==> config.mk <==
export PLATFORM = sky130hd
export DESIGN_NAME = led_pwm_driver_flat
export DESIGN_NICKNAME = d
export VERILOG_FILES = /design/src/rtl/led_pkg.sv /design/src/rtl/led_pwm_driver_if.sv /design/src/rtl/pwm_timebase.sv /design/src/rtl/led_pwm_driver.sv /design/src/flat_wrapper.sv
export SDC_FILE = /design/constraint.sdc
export NUM_CORES = 1
export LEC_CHECK = 0
export CAP_MARGIN = 0
export CORE_MARGIN = 3
export CORE_UTILIZATION = 45
export CTS_CLUSTER_DIAMETER = 100
export DETAILED_ROUTE_END_ITERATION = 10
export PLACE_DENSITY_LB_ADDON = 0.1
export SYNTH_ARGS = -nofsm -noshare
export SYNTH_HDL_FRONTEND = slang
export SYNTH_SLANG_ARGS = --single-unit
==> constraint.sdc <==
create_clock -name clk -period 2.4 [get_ports clk]
set_input_delay 0.48 -clock clk [delete_from_list [all_inputs] [get_ports clk]]
set_output_delay 0.48 -clock clk [all_outputs]
set_load 0.01 [all_outputs]
==> src/rtl/led_pkg.sv <==
// rtl/led_pkg.sv - shared constants and fade helper for the LED PWM output stage
package led_pkg;

    localparam int PWM_STEPS = 15;
    localparam int DUTY_W    = 4;
    localparam int NUM_LEDS  = 12;

    typedef logic [DUTY_W-1:0] duty_t;

    // Moves one step toward the target; never overshoots and never wraps
    function automatic duty_t step_toward(input duty_t cur, input duty_t tgt);
        if (tgt > cur)
            return cur + duty_t'(1);
        else if (tgt < cur)
            return cur - duty_t'(1);
        return cur;
    endfunction

endpackage

==> src/rtl/led_pwm_driver_if.sv <==
// rtl/led_pwm_driver_if.sv - sequencer-to-LED-driver signal bundle
interface led_pwm_driver_if;
    import led_pkg::*;

    logic [NUM_LEDS:1] vec;
    logic [DUTY_W:1]   pwm1;
    logic [DUTY_W:1]   pwm2;
    logic [NUM_LEDS:1] led;
    logic              period_start;
    logic [DUTY_W:1]   level1;
    logic [DUTY_W:1]   level2;

    modport master (output vec, pwm1, pwm2,
                    input  led, period_start, level1, level2);
    modport slave  (input  vec, pwm1, pwm2,
                    output led, period_start, level1, level2);

endinterface

==> src/rtl/pwm_timebase.sv <==
// rtl/pwm_timebase.sv - prescaler and 15-step phase counter for PWM output stages
module pwm_timebase
    import led_pkg::*;
#(
    parameter int PRESCALE = 16
) (
    input  logic            clk,
    input  logic            reset_n,
    output logic [DUTY_W:1] phase,
    output logic            tick,
    output logic            boundary
);

    localparam int              PW        = (PRESCALE > 1) ? $clog2(PRESCALE) : 1;
    localparam logic [PW-1:0]   PRE_MAX   = PW'(PRESCALE - 1);
    localparam logic [DUTY_W:1] PHASE_MAX = DUTY_W'(PWM_STEPS - 1);

    logic [PW-1:0] presc;

    assign tick     = (presc == PRE_MAX);
    assign boundary = tick && (phase == PHASE_MAX);

    always_ff @(posedge clk or negedge reset_n) begin
        if (!reset_n) begin
            presc <= '0;
            phase <= '0;
        end else begin
            presc <= tick ? '0 : presc + 1'b1;
            if (boundary)
                phase <= '0;
            else if (tick)
                phase <= phase + 1'b1;
        end
    end

endmodule

==> src/rtl/led_pwm_driver.sv <==
// rtl/led_pwm_driver.sv - double-buffered 12-LED PWM driver with optional per-group fade
module led_pwm_driver
    import led_pkg::*;
#(
    parameter int PRESCALE = 16,
    parameter int SPLIT    = 6,
    parameter int FADE     = 1
) (
    input  logic              clk,
    input  logic              reset_n,
    led_pwm_driver_if.slave   bus
);

    logic [DUTY_W:1]   phase;
    logic              tick_unused;
    logic              boundary;

    logic [NUM_LEDS:1] mask;
    logic [DUTY_W:1]   lvl1;
    logic [DUTY_W:1]   lvl2;
    logic [NUM_LEDS:1] led_q;
    logic [NUM_LEDS:1] led_d;
    logic              start_q;

    pwm_timebase #(.PRESCALE(PRESCALE)) u_timebase (
        .clk      (clk),
        .reset_n  (reset_n),
        .phase    (phase),
        .tick     (tick_unused),
        .boundary (boundary)
    );

    always_comb begin
        led_d = '0;
        for (int i = 1; i <= NUM_LEDS; i++)
            led_d[i] = mask[i] && (phase < ((i <= SPLIT) ? lvl1 : lvl2));
    end

    // Inputs are sampled only on the period boundary so a running pulse is never truncated
    always_ff @(posedge clk or negedge reset_n) begin
        if (!reset_n) begin
            mask    <= '0;
            lvl1    <= '0;
            lvl2    <= '0;
            led_q   <= '0;
            start_q <= 1'b0;
        end else begin
            led_q   <= led_d;
            start_q <= boundary;
            if (boundary) begin
                mask <= bus.vec;
                if (FADE != 0) begin
                    lvl1 <= step_toward(lvl1, bus.pwm1);
                    lvl2 <= step_toward(lvl2, bus.pwm2);
                end else begin
                    lvl1 <= bus.pwm1;
                    lvl2 <= bus.pwm2;
                end
            end
        end
    end

    assign bus.led          = led_q;
    assign bus.period_start = start_q;
    assign bus.level1       = lvl1;
    assign bus.level2       = lvl2;

endmodule

==> src/flat_wrapper.sv <==
// flat-port wrapper written by rule: the top's interface ports become plain ports
module led_pwm_driver_flat import led_pkg::*;
#(
    parameter int PRESCALE = 16,
    parameter int SPLIT    = 6,
    parameter int FADE     = 1
)
  (clk, reset_n, bus_vec, bus_pwm1, bus_pwm2, bus_led, bus_period_start, bus_level1, bus_level2);
  led_pwm_driver_if bus_i ();
  input  logic clk;
  input  logic reset_n;
  input wire logic [$bits(bus_i.vec)-1:0] bus_vec;
  input wire logic [$bits(bus_i.pwm1)-1:0] bus_pwm1;
  input wire logic [$bits(bus_i.pwm2)-1:0] bus_pwm2;
  output wire logic [$bits(bus_i.led)-1:0] bus_led;
  output wire logic [$bits(bus_i.period_start)-1:0] bus_period_start;
  output wire logic [$bits(bus_i.level1)-1:0] bus_level1;
  output wire logic [$bits(bus_i.level2)-1:0] bus_level2;
  assign bus_i.vec = bus_vec;
  assign bus_i.pwm1 = bus_pwm1;
  assign bus_i.pwm2 = bus_pwm2;
  assign bus_led = bus_i.led;
  assign bus_period_start = bus_i.period_start;
  assign bus_level1 = bus_i.level1;
  assign bus_level2 = bus_i.level2;
  led_pwm_driver #(.PRESCALE(PRESCALE), .SPLIT(SPLIT), .FADE(FADE)) u_core (.clk(clk), .reset_n(reset_n), .bus(bus_i));
endmodule
After elaboration in Yosys (flattened, before gate mapping)
Index checks and enable logic that the tools add are counted.
{"block": "classes", "n_addsub": 6, "order_cmp": 6, "eq_ne": 2, "mux": 13, "reduce_logical": 16}
{"cell": "2-to-1 mux 4 bit", "n": 7}
{"cell": "adder 4 x 1 -> 4 bit, second input constant", "n": 4}
{"cell": "less-than comparator 4 bit", "n": 4}
{"cell": "logical AND 1 bit", "n": 13}
{"cell": "== test 4 bit, second input constant", "n": 2}
{"cell": "> comparator 4 bit", "n": 2}
{"cell": "subtractor 4 x 1 -> 4 bit, second input constant", "n": 2}
{"cell": "2-to-1 mux 1 bit", "n": 6}
{"cell": "AND reduction 2 bit", "n": 2}
{"cell": "nonzero test 2 bit", "n": 1}
{"block": "word_totals", "reg_bits": 41, "inputBits": 22, "word_cells": 50}

Longest topological paths before layout
{"block": "depth", "ltp_word": 5, "ltp_mapped": 12, "ltp_nobuf": 12}

Hierarchy
From an unflattened synthesis, not the netlist that was laid out.
{"block": "hier_totals", "cells_unflattened": 171, "hier_area_um2": 2045.7}
{"module": "led_pwm_driver", "n_inst": 1, "cells_each": 135, "area_per_inst_um2": 1661.6, "seq_area_each_um2": 825.8}
{"module": "pwm_timebase", "n_inst": 1, "cells_each": 36, "area_per_inst_um2": 384.1, "seq_area_each_um2": 200.2}

Worst setup path after synthesis
Ideal clock, no wire load.
{"block": "synth_path", "path_type": "register -> register", "startpoint": "reg u_core.lvl2, in the netlist u_core.bus.level2[2]", "endpoint": "reg u_core.lvl2, in the netlist u_core.bus.level2[4]", "setup_ns": 0.080, "arrival_ns": 2.368, "slack_ns": -0.048, "path_stages_with_launch": 13, "n_path_buf": 0, "period_less_slack_ns": 2.448, "path_cell_list": "dfrtp_1 -> inv_1 -> ha_1 -> nor2b_1 -> o211ai_1 -> nand2_1 -> nand2_1 -> ha_1 -> a21o_1 -> a21oi_1 -> nand3_1 -> a21oi_1 -> xnor2_1"}
{"block": "synth_between", "elab_chain_cells": 5, "word_cells_on_any_way": 10, "cone_classes": "add/sub (2); order compare (2); mux (5); reduce/logical (1)"}
{"item": "start: declaration", "line": "led_pwm_driver.sv:20", "text": "logic [DUTY_W:1] lvl2;"}
{"item": "start signal: assignment", "line": "led_pwm_driver.sv:54", "text": "lvl2 <= step_toward(lvl2, bus.pwm2);"}
{"item": "start signal: assignment", "line": "led_pwm_driver.sv:57", "text": "lvl2 <= bus.pwm2;"}
{"item": "less-than comparator 4 bit", "line": "led_pkg.sv:14", "text": "else if (tgt < cur)"}
{"item": "2-to-1 mux 1 bit", "line": "led_pkg.sv:14"}
{"item": "2-to-1 mux 1 bit", "line": "led_pkg.sv:12", "text": "if (tgt > cur)"}
{"item": "2-to-1 mux 1 bit", "line": "led_pwm_driver.sv:50", "text": "if (boundary) begin"}
{"item": "AND reduction 2 bit (no source line)"}
Parallel ways exist; a longest one is shown, timed or not. The select of a mux whose other input is x is not followed.
A chain may end at the register's enable or synchronous reset.

Worst setup path in the final report
{"block": "layout_path", "startpoint": "in bus_pwm1[3]", "endpoint": "reg u_core.lvl1, in the netlist u_core.bus.level1[4]"}
{"block": "layout_between", "elab_chain_cells": 5, "word_cells_on_any_way": 7, "cone_classes": "order compare (2); mux (4); reduce/logical (1)"}
{"item": "start: declaration", "line": "flat_wrapper.sv:13", "text": "input wire logic [$bits(bus_i.pwm1)-1:0] bus_pwm1;"}
{"item": "less-than comparator 4 bit", "line": "led_pkg.sv:14"}
{"item": "2-to-1 mux 1 bit", "line": "led_pkg.sv:14"}
{"item": "2-to-1 mux 1 bit", "line": "led_pkg.sv:12"}
{"item": "2-to-1 mux 1 bit", "line": "led_pwm_driver.sv:50"}
{"item": "AND reduction 2 bit (no source line)"}
{"item": "end signal: assignment", "line": "led_pwm_driver.sv:53", "text": "lvl1 <= step_toward(lvl1, bus.pwm1);"}
{"item": "end signal: assignment", "line": "led_pwm_driver.sv:56", "text": "lvl1 <= bus.pwm1;"}
{"item": "end: declaration", "line": "led_pwm_driver.sv:19", "text": "logic [DUTY_W:1] lvl1;"}
Parallel ways exist; a longest one is shown, timed or not. The select of a mux whose other input is x is not followed.

==> run_results.csv <==
group,metric,value,unit
run_status,status,"finished, final reports clean",
detailed_routing,drc,0,
timing,clock.fmax,419,MHz
timing,setup_viol,0,
final_layout,drive_above_1_share,24.3,%
final_layout,layout.nets,308,
detailed_routing,post_drt_wl_per_cell,14.4,microns
global_route,grt_max_degree,25,
detailed_routing,ant_nets,0,
synthesis,synth_mux_area_share,2.43,%
global_route,antenna_found_initial,0,
pwr,power.density,504,nW/um^2
placement,place_inst,300,
die,die_area,5420,sq um
synthesis,synthAdderAreaFrac,14.7,%
die,ios,43,
synthesis,yosysSeqAreaShare,49.9,%
global_route,grt_pass1_vias,1613,
clock_tree,htreeDepth,2,
critical_path,cp-end-kind,"register",
pwr,p_leak,1.33,nW
clock_tree,cts_root_buf,"clkbuf_8",
timing,rsz0062_at_grt,"true",
synthesis,yosysUniqueCellTypes,29,
timing,hold-worst-slack,114,ps
critical_path,cp.arrival,2590,ps
final_layout,mostFrequentLayoutCells,"nand2_1, dfrtp_1, clkdlybuf4s50_1",
synthesis,synth_seq_cells,41,
global_route,grtUsageTotal,17.9,%
detailed_routing,drt_iter0_drc,37,
detailed_routing,top_layer,"met4",
die,start_util,48.9,%
placement,place_area,2650,sq um
final_layout,fin_cells,314,
synthesis,ys.flop_type,"dfrtp_1",
synthesis,async_reset_ff_share,100,%
critical_path,critPathLaunchType,"input pin",
timing,skew,4.41,ps
clock_tree,path_clk_slew,70,ps
timing,finalMaxSlewViolations,0,
placement,dpl_worst_slack,-426,ps
synthesis,synth_edf_count,0,
detailed_routing,dr_total_vias,1563,
placement,port-buffer-count,42,
critical_path,critPathMaxFanout,3,
detailed_routing,wl_met1,1890,microns
detailed_routing,wl_met3,160,microns
clock_tree,clock_latency,280,ps
timing,period_minus_slack,2390,ps
synthesis,synth_compound_area_share,9.62,%
synthesis,synthesis.area,2060,sq um
hold_path,hp-class,"input pin to asynchronous set/reset pin",
flow_run,drv_cap,0,
global_route,grt.overflow.total,0,
synthesis,synth_warnings,0,
clock_tree,clk_path_buf_depth,2,
die,core.rowCount,23,
placement,gp_congestion,0.814,
synthesis,synth-xor-area-share,3.41,%
timing,fin_crit_sh,99.5,%
clock_tree,clkSinkCount,41,
timing,worst_slack,12.4,ps
detailed_routing,vias_per_cell,4.98,
critical_path,critPathKind,"input pin to register",
clock_tree,cts_tree,"yes",
die,die_w,73.6,microns
placement,hpwl,3260,microns
clock_tree,cts_inserted_buffers,5,
detailed_routing,routed_wirelength,4510,microns
synthesis,synth_top_family_by_area,"simple AND/OR/NAND/NOR gates",
synthesis,yosys.area_share.simple,16.4,%
timing,hold_viol,0,
synthesis,synth_fp_nets,238,
final_layout,syn_to_final_growth,43.6,%
final_layout,final_common_cell,"nand2_1",
global_route,grt_pass1_wl,7380,microns
synthesis,synth.avg_cell_area,10.7,sq um
clock_tree,cts_hold_buf,0,
die,die_y,73.6,microns
pwr,ir_drop,489,uV
detailed_routing,first_pass_iters,5,
final_layout,design_area,2950,sq um
timing,slew_headroom,46.1,%
synthesis,synthCells,193,
timing,tightest_slew,809,ps
die,core_area,4200,sq um
final_layout,utilization,70.3,%
critical_path,crit_required,2600,ps
detailed_routing,wl_met2,2380,microns
[per-layer routing]
metal / global-route usage [%] / up-vias
li1: - / 779
met2: 32.4 / 30
met4: 6.64 / 0
met1: 20.3 / 746
met3: 4.10 / 8
met5: 0 / -
[synth_stat cells (3+ instances only)]
cell / n / share of area (%)
nand2_1: 45 / 8.2
xnor2_1: 4 / 1.7
o21ai_0: 6 / 1.5
inv_1: 12 / 2.2
a21oi_1: 8 / 1.9
dfrtp_1: 41 / 50
a21o_1: 6 / 2.2
ha_1: 21 / 13
nand3_1: 4 / 0.97
xor2_1: 4 / 1.7
and2_1: 12 / 3.7
nand4_1: 3 / 0.91
[cell families after synthesis]
logic type               count (synthesis)
AND/OR/NAND/NOR                         73
adder cells (fa/ha/maj)                 23
AO/OA/AOI/OAI                           28
XOR/XNOR                                 8
buffers and inverters                   16
multiplexers                             4
flip-flops                              41
[per-stage QoR]
stage	TNS (ps)	total power, mW
floorplan	0	0.809
global placement	-1170	0.918
detailed placement	-1770	0.928
CTS	0	1.48
global route	-108	1.56
finish	0	1.49
[layout make-up]
| type | instances | area, sq um |
|---|---|---|
| clock inverter | 2 | 35.0 |
| sequential | 41 | 1030 |
| clock buffer | 5 | 68.8 |
| tap | 50 | 62.6 |
| antenna | 1 | 2.50 |
| fill | 307 | 1250 |
| inverter | 13 | 48.8 |
| multi-input combinational | 136 | 1100 |
| timing repair buffer | 66 | 606 |
[worst paths after layout]
path / slack (ps) / end / from / depth (start not counted)
min in group clk: 470 / u_core.mask[9] / u_core.mask[9] / 2
worst max register to register: 40 / u_core.bus.level1[4] / u_core.bus.level1[2] / 12
worst min-delay path: 110 / u_core.bus.level2[1] / reset_n / 1
worst max-delay path: 10 / u_core.bus.level1[4] / bus_pwm1[3] / 11
max in group asynchronous: 1640 / u_core.bus.led[2] / reset_n / 2
worst min register to register: 470 / u_core.mask[9] / u_core.mask[9] / 2
[what timing repair did]
item | 4_1_cts | 5_1_grt
setup buffers | 5 | 1
pin swaps | 19 | 14
endpoints found under the setup margin | 2 | 5
resized for setup | 17 | 15
[power breakdown]
group | internal, mW | leakage [nW] | switching, mW
registers | 0.703 | 0.410 | 0.00585
clock network | 0.302 | 0.0540 | 0.216
logic | 0.151 | 0.867 | 0.110
[flip-flops by register name, indices dropped and copies added (netlist names)]
signal and flops:
u_core.u_timebase.phase 4, u_core.u_timebase.presc 4, u_core.bus.led 12, u_core.mask 12, u_core.bus.period_start 1, u_core.bus.level1 4
u_core.bus.level2 4
[critical path, stage by stage]
cell and delay (ps):
clkdlybuf4s50_1 440, ha_4 300, o211ai_1 110, nand2_1 130, nand2_2 90, ha_1 280, a21o_1 200, a21oi_2 170
nand3_1 100, a21oi_2 160, xnor2_1 130
Note: power is estimated with default switching activity, not from simulation.
